File: src/rtl/pipe_adder_pkg.sv
// Shared definitions for the pipe_adder datapath: op-codes and the
// signed saturation limits used when PIPE_ADDER_SATURATE_EN is defined.
package pipe_adder_pkg;

  typedef enum logic [1:0] {
    OP_ADD = 2'b00,
    OP_SUB = 2'b01,
    OP_ACC = 2'b10,
    OP_CLR = 2'b11
  } op_e;

  // Widest operand the saturation helper can describe.
  localparam int unsigned SAT_MAX_W = 64;

  // Signed two's-complement limit for a given width: min (1000..0) when
  // negative is set, max (0111..1) otherwise. Callers slice the low bits.
  function automatic logic [SAT_MAX_W-1:0] signed_limit(input int unsigned width,
                                                        input logic        negative);
    logic [SAT_MAX_W-1:0] msb_v;
    msb_v = 64'(1) << (width - 32'd1);
    if (negative) begin
      return msb_v;
    end else begin
      return msb_v - 64'd1;
    end
  endfunction

endpackage

File: src/rtl/pipe_adder_if.sv
// Operand/result handshake bundle for pipe_adder. The master drives operands
// and consumer readiness; the slave (the adder) returns the result and flags.
interface pipe_adder_if #(
  parameter int WIDTH = 8
);
  import pipe_adder_pkg::*;

  logic             In_Valid;
  logic             In_Ready;
  logic [1:0]       Op;
  logic [WIDTH-1:0] A;
  logic [WIDTH-1:0] B;
  logic             Out_Valid;
  logic             Out_Ready;
  logic [WIDTH-1:0] Sum;
  logic             Carry;
  logic             Overflow;
  logic             Zero;

  modport master (
    output In_Valid, Op, A, B, Out_Ready,
    input  In_Ready, Out_Valid, Sum, Carry, Overflow, Zero
  );

  modport slave (
    input  In_Valid, Op, A, B, Out_Ready,
    output In_Ready, Out_Valid, Sum, Carry, Overflow, Zero
  );

endinterface

File: src/rtl/pipe_adder_add_core.sv
// add_core: purely combinational WIDTH-bit adder/subtractor. Subtraction is
// done as a + ~b + 1, so cout is the raw carry-out (inverse of borrow).
module add_core #(
  parameter int WIDTH = 8
) (
  input  logic [WIDTH-1:0] a,
  input  logic [WIDTH-1:0] b,
  input  logic             sub,
  output logic [WIDTH-1:0] sum,
  output logic             cout,
  output logic             ovf
);

  logic [WIDTH-1:0] b_eff_s;
  logic [WIDTH:0]   total_s;

  // Add a to b (or its complement plus one) and derive the signed overflow.
  always_comb begin
    b_eff_s = sub ? ~b : b;
    total_s = {1'b0, a} + {1'b0, b_eff_s} + {{WIDTH{1'b0}}, sub};
    sum     = total_s[WIDTH-1:0];
    cout    = total_s[WIDTH];
    // Overflow when both effective operands share a sign the result lacks.
    ovf     = (a[WIDTH-1] == b_eff_s[WIDTH-1]) && (total_s[WIDTH-1] != a[WIDTH-1]);
  end

endmodule

File: src/rtl/pipe_adder.sv
// pipe_adder: registered add/subtract/accumulate unit with valid/ready on
// both sides and a one-entry output register (full throughput).
// Optional feature macro: PIPE_ADDER_SATURATE_EN clamps signed overflow to
// the signed max/min; left undefined, arithmetic wraps modulo 2^WIDTH.
module pipe_adder
  import pipe_adder_pkg::*;
#(
  parameter int WIDTH = 8
) (
  input  logic         Clk,
  input  logic         Reset,
  pipe_adder_if.slave  bus
);

`ifdef PIPE_ADDER_SATURATE_EN
  localparam logic [SAT_MAX_W-1:0] SAT_MAX_FULL = signed_limit(WIDTH, 1'b0);
  localparam logic [SAT_MAX_W-1:0] SAT_MIN_FULL = signed_limit(WIDTH, 1'b1);
  localparam logic [WIDTH-1:0]     SAT_MAX      = SAT_MAX_FULL[WIDTH-1:0];
  localparam logic [WIDTH-1:0]     SAT_MIN      = SAT_MIN_FULL[WIDTH-1:0];
`endif

  op_e              op_s;
  logic             in_ready_s;
  logic             accept_s;
  logic             drain_s;

  logic [WIDTH-1:0] core_a_s;
  logic [WIDTH-1:0] core_b_s;
  logic             core_sub_s;
  logic [WIDTH-1:0] core_sum_s;
  logic             core_cout_s;
  logic             core_ovf_s;

  logic [WIDTH-1:0] result_sum_s;
  logic             result_carry_s;
  logic             result_ovf_s;
  logic             result_zero_s;

  logic             out_valid_r;
  logic [WIDTH-1:0] sum_r;
  logic             carry_r;
  logic             ovf_r;
  logic             zero_r;
  logic [WIDTH-1:0] acc_r;

  assign op_s       = op_e'(bus.Op);
  assign in_ready_s = !out_valid_r || bus.Out_Ready;
  assign accept_s   = bus.In_Valid && in_ready_s;
  assign drain_s    = out_valid_r && bus.Out_Ready;

  // Steer operands: ACC adds A to the accumulator, SUB asks for a - b.
  always_comb begin
    core_a_s   = bus.A;
    core_b_s   = bus.B;
    core_sub_s = 1'b0;
    case (op_s)
      OP_SUB: begin
        core_sub_s = 1'b1;
      end
      OP_ACC: begin
        core_a_s = acc_r;
        core_b_s = bus.A;
      end
      default: begin
        core_sub_s = 1'b0;
      end
    endcase
  end

  add_core #(
    .WIDTH (WIDTH)
  ) u_add_core (
    .a    (core_a_s),
    .b    (core_b_s),
    .sub  (core_sub_s),
    .sum  (core_sum_s),
    .cout (core_cout_s),
    .ovf  (core_ovf_s)
  );

  // Form the result beat: carry/borrow per op, CLR forces a zero result,
  // optional clamping on signed overflow.
  always_comb begin
    result_sum_s   = core_sum_s;
    result_carry_s = core_cout_s;
    result_ovf_s   = core_ovf_s;
    case (op_s)
      OP_SUB: begin
        result_carry_s = !core_cout_s;
      end
      OP_CLR: begin
        result_sum_s   = {WIDTH{1'b0}};
        result_carry_s = 1'b0;
        result_ovf_s   = 1'b0;
      end
      default: begin
        result_carry_s = core_cout_s;
      end
    endcase
`ifdef PIPE_ADDER_SATURATE_EN
    // A non-negative first operand can only overflow upward, and vice versa.
    if ((op_s != OP_CLR) && core_ovf_s) begin
      result_sum_s = core_a_s[WIDTH-1] ? SAT_MIN : SAT_MAX;
    end else begin
      result_sum_s = result_sum_s;
    end
`endif
    result_zero_s = (result_sum_s == {WIDTH{1'b0}});
  end

  // Output register and accumulator: load on accept, release on drain.
  always_ff @(posedge Clk or posedge Reset) begin
    if (Reset) begin
      out_valid_r <= 1'b0;
      sum_r       <= {WIDTH{1'b0}};
      carry_r     <= 1'b0;
      ovf_r       <= 1'b0;
      zero_r      <= 1'b1;
      acc_r       <= {WIDTH{1'b0}};
    end else if (accept_s) begin
      out_valid_r <= 1'b1;
      sum_r       <= result_sum_s;
      carry_r     <= result_carry_s;
      ovf_r       <= result_ovf_s;
      zero_r      <= result_zero_s;
      case (op_s)
        OP_ACC:  acc_r <= result_sum_s;
        OP_CLR:  acc_r <= {WIDTH{1'b0}};
        default: acc_r <= acc_r;
      endcase
    end else if (drain_s) begin
      out_valid_r <= 1'b0;
    end else begin
      out_valid_r <= out_valid_r;
    end
  end

  assign bus.In_Ready  = in_ready_s;
  assign bus.Out_Valid = out_valid_r;
  assign bus.Sum       = sum_r;
  assign bus.Carry     = carry_r;
  assign bus.Overflow  = ovf_r;
  assign bus.Zero      = zero_r;

endmodule
File: src/flat_wrapper.sv
// flat-port wrapper written by rule: the top's interface ports become plain ports
module pipe_adder_flat import pipe_adder_pkg::*;
#(
  parameter int WIDTH = 8
)
  (Clk, Reset, bus_In_Valid, bus_Op, bus_A, bus_B, bus_Out_Ready, bus_In_Ready, bus_Out_Valid, bus_Sum, bus_Carry, bus_Overflow, bus_Zero);
  pipe_adder_if #(.WIDTH(WIDTH)) bus_i ();
  input  logic Clk;
  input  logic Reset;
  input wire logic [$bits(bus_i.In_Valid)-1:0] bus_In_Valid;
  input wire logic [$bits(bus_i.Op)-1:0] bus_Op;
  input wire logic [$bits(bus_i.A)-1:0] bus_A;
  input wire logic [$bits(bus_i.B)-1:0] bus_B;
  input wire logic [$bits(bus_i.Out_Ready)-1:0] bus_Out_Ready;
  output wire logic [$bits(bus_i.In_Ready)-1:0] bus_In_Ready;
  output wire logic [$bits(bus_i.Out_Valid)-1:0] bus_Out_Valid;
  output wire logic [$bits(bus_i.Sum)-1:0] bus_Sum;
  output wire logic [$bits(bus_i.Carry)-1:0] bus_Carry;
  output wire logic [$bits(bus_i.Overflow)-1:0] bus_Overflow;
  output wire logic [$bits(bus_i.Zero)-1:0] bus_Zero;
  assign bus_i.In_Valid = bus_In_Valid;
  assign bus_i.Op = bus_Op;
  assign bus_i.A = bus_A;
  assign bus_i.B = bus_B;
  assign bus_i.Out_Ready = bus_Out_Ready;
  assign bus_In_Ready = bus_i.In_Ready;
  assign bus_Out_Valid = bus_i.Out_Valid;
  assign bus_Sum = bus_i.Sum;
  assign bus_Carry = bus_i.Carry;
  assign bus_Overflow = bus_i.Overflow;
  assign bus_Zero = bus_i.Zero;
  pipe_adder #(.WIDTH(WIDTH)) u_core (.Clk(Clk), .Reset(Reset), .bus(bus_i));
endmodule
File: config.mk
export PLATFORM = sky130hd
export DESIGN_NAME = pipe_adder_flat
export DESIGN_NICKNAME = d
export VERILOG_FILES = /design/src/rtl/pipe_adder_pkg.sv /design/src/rtl/pipe_adder_if.sv /design/src/rtl/pipe_adder_add_core.sv /design/src/rtl/pipe_adder.sv /design/src/flat_wrapper.sv
export SDC_FILE = /design/constraint.sdc
export NUM_CORES = 1
export LEC_CHECK = 0
export BUFFER_PORTS_ARGS = -buffer_cell sky130_fd_sc_hd__buf_2
export CELL_PAD_IN_SITES_DETAIL_PLACEMENT = 1
export CELL_PAD_IN_SITES_GLOBAL_PLACEMENT = 1
export CORE_UTILIZATION = 40
export DETAILED_ROUTE_END_ITERATION = 10
export PLACE_DENSITY = 0.83
export SYNTH_ARGS = -nofsm -noshare
export SYNTH_HDL_FRONTEND = slang
export SYNTH_SLANG_ARGS = --single-unit
File: constraint.sdc
create_clock -name Clk -period 2.9 [get_ports Clk]
set_input_delay 0.435 -clock Clk [delete_from_list [all_inputs] [get_ports Clk]]
set_output_delay 0.435 -clock Clk [all_outputs]
set_load 0.02 [all_outputs]
==> results.md <==
- CTS Buf Count: 3
- VDD IR max: 330 uV
- Gate Count Post-Synth: 165
- Worst Hold Class: primary input to async pin
- Syn_area_per_cell: 9.12 sq um
- Synth Area in Simple Gates: 17.3%
- Overflow after GRT: 0
- Crit-path cells: buf_2, buf_4, and2b_4, a211oi_2, ha_4, a21oi_2, a21boi_4, a21oi_4, o41ai_4, mux2_4, o41ai_2
- Largest net degree at the start of global routing: 21
- Die Wd: 63.3 um
- DR iter-0 viols: 46
- Root Buffer: clkbuf_8
- Row count: 21
- Synth top area cells: dfrtp_1 32%, mux2_2 6.7%, nand2_1 6.2%
- Fin nets: 248
- Sequential power share: 33.6%
- Post-Synth Adder-Cell Area: 7.15%
- Gr usage total: 24.2%
- Synth Register Bits: 20
- Via count: 1,484
- Finished Layout Cells: 263
- Max-cap viol count: 0
- Final total power: 1210 uW
- Diodes inserted: 0
- Area after DPL: 1880 sq um
- Vias per cell: 5.64
- Crit Path Max Fanout: 5
- Unique masters post-synth: 44
- Final WL: 4470 um
- Final Slew Violations: 0
- Compound-Gate Fraction of Synth Area: 25.1%
- Area Growth Syn to Fin: 29.2%
- Status: completed
- Drt wl/cell: 17.0 um
- Worst clock skew: 0.00862 ns
- Slew HR: 49.8%
- Finished Core Util: 56.1%
- Power per cell area: 622 nW/um^2
- Clock buffer depth: 2
- Mux contribution to synthesized area: 10.4%
- XOR/XNOR Fraction of Synth Area: 4.07%
- Seq/Total Area, Yosys: 33.3%
- Largest family of logic cells by synthesized area: compound AO/OA/AOI/OAI gates
- GPL Wtd Cong: 0.827
- Initial Utilization: 43.4%
- Data required, critical path: 3.05 ns
- Synthesized area: 1510 sq um
- Global-route wire length before repair: 7650 um
- Antenna violations before repair: 0
- # fillers: 422
- Cell area after layout: 1940 sq um
- R2r setup slk: 0.16 ns
- Post-route DRC violation count: 0
- Post-synth EDFFs: 0
- Multi-input logic area: 1000 sq um
- Critical Path AT: 2.89 ns
- Sequential Area: 502 sq um
- Worst slew pin tran: 0.752 ns
- CTS hold repair buffers: 0
- Leading area contributor after synthesis: dfrtp_1
- Clk_lat worst skew: 0.26 ns
- Detailed Routing Iterations Pass 1: 4
- Setup violations, final: 0
- Post-CTS Setup Bufs: 0
- Syn_nets: 195
- Post-DRT Antenna Nets: 0
- Leak pwr: 0.000937 uW
- Hpwl dp: 3630 um
- Fin crit share: 94.5%
- Worst setup path category: primary input to flip-flop
- Combinational power share: 51.3%
- Yosys top cell area share: 31.6%
- Post-synth ARST share: 100%
- Reg2Reg Launch Point: u_core.acc_r[0]
- Max Freq: 365 MHz
- Full die area: 4010 sq um
- I/O Buffers: 34
- Core area: 3470 sq um
- CTS tree: yes
- Crit. Startpoint: bus_Op[0]
- Share of cells above drive strength 1: 37.8%
- Critical-path top delay cell: mux2_4
- Prevailing post-synth register cell: dfrtp_1
- Worst-path clk slew: 0.07 ns
- Inst Count DP: 259
- NetSw: 481 uW
- Die Y: 63.3 um
- Switching share of power: 39.8%
- Post-CTS sizing: 1
- Ys Warns: 0
- Vias in the first global route: 1,645
- CP max stage delay: 0.34 ns
- Critical Path End Type: flip-flop
- I/O pins: 35
- P_int: 728 uW
- Clock sinks: 20
- Final Hold Fails: 0
- RSZ-0062 raised after global routing: no
- Critical path launch point type: primary input
- Clock power frac: 15.1%
- Tmin final: 2.74 ns
- CTS H-Tree Depth: 1
==> through the flow <==
step	hold WS, ns	setup TNS, ns	setup slack [ns]
global route	0.362	0	0.0142
detailed placement	0.464	-0.687	-0.282
floorplan	0.398	0	0.0209
global placement	0.461	-0.0576	-0.0448
CTS	0.319	0	0.0506
finish	0.298	0	0.159
==> synth_stat cells (all sizes together) (3+ instances only) <==
| cell | instances |
|---|---|
| nand2 | 25 |
| o21ai | 20 |
| dfrtp | 19 |
| nor2 | 17 |
| mux2 | 10 |
| ha | 7 |
| xor2 | 7 |
| a21oi | 6 |
| nand2b | 6 |
| a211oi | 5 |
| clkbuf | 4 |
| mux2i | 4 |
| o31ai | 4 |
| buf | 3 |
| inv | 3 |
| o41ai | 3 |
==> state kept, by name, indices dropped and copies added (netlist names) <==
name / cells
u_core.bus.Out_Valid: 1
u_core.acc_r: 8
u_core.bus.Carry: 1
u_core.bus.Overflow: 1
u_core.bus.Sum: 8
u_core.bus.Zero: 1
==> worst paths after layout <==
kind / end / depth (start not counted)
setup / recovery: u_core.bus.Zero / 11
min in group Clk: u_core.bus.Out_Valid / 2
hold reg to reg: u_core.bus.Overflow / 2
setup reg to reg: u_core.bus.Carry / 10
max in group asynchronous: u_core.acc_r[6] / 2
hold / removal: u_core.bus.Sum[3] / 2
==> cells in the final DEF, fill, tap and decap left out, types with 2 or more instances in the layout <==
master    netlist  final
nand2b_1        5      5
o21ai_0        16     16
xor2_1          7      7
nand2_1        25     25
and2_1          2      2
a211oi_1        4      2
a21o_1          2      2
buf_4           0     21
ha_1            7      6
a211oi_2        1      3
mux2_2          9      9
inv_1           3      3
o31ai_1         4      4
clkbuf_8        0      3
buf_2           2     34
mux2i_1         4      4
a21oi_1         5      4
nor2_1         17     17
o21ai_1         4      4
dfrtp_1        19     19
==> kinds of logic after synthesis <==
| group | count (synthesis) |
|---|---|
| multiplexers | 14 |
| flip-flops | 20 |
| AO/OA/AOI/OAI | 49 |
| AND/OR/NAND/NOR | 57 |
| buffers and inverters | 10 |
| XOR/XNOR | 7 |
| adder cells (fa/ha/maj) | 8 |
==> worst max-delay path: cells and delay by family <==
kind            cells  cell delay (ns)
fa+ha+maj           1             0.26
simple gates        1             0.18
mux                 1             0.34
compound gates      6             1.41
buf+inv             2             0.25
==> layout make-up <==
cell class | count | area share (%)
Clock buffer | 4 | 2.32
Inverter | 3 | 0.579
Multi-Input combinational cell | 135 | 51.5
Sequential cell | 20 | 25.8
Tap cell | 46 | 2.96
Timing Repair Buffer | 55 | 16.9
==> power by group through the flow <==
stage                     sequential (uW)  clock (uW)  combinational, uW
after global routing                  413         197                678
after floorplan                       449           0                329
after CTS                             405         188                615
after detailed placement              411           0                608
final                                 406         183                620
after global placement                401           0                570
==> routing by layer <==
| layer | global-route usage, % | share of wire, % | vias to the layer above |
|---|---|---|---|
| li1 | - | - | 696 |
| met4 | 8.24 | 2.6 | 0 |
| met3 | 3.62 | 3.6 | 10 |
| met5 | 0 | 0 | - |
| met1 | 26.2 | 39 | 736 |
| met2 | 46.9 | 55 | 42 |
(Power assumes the default switching activity.)
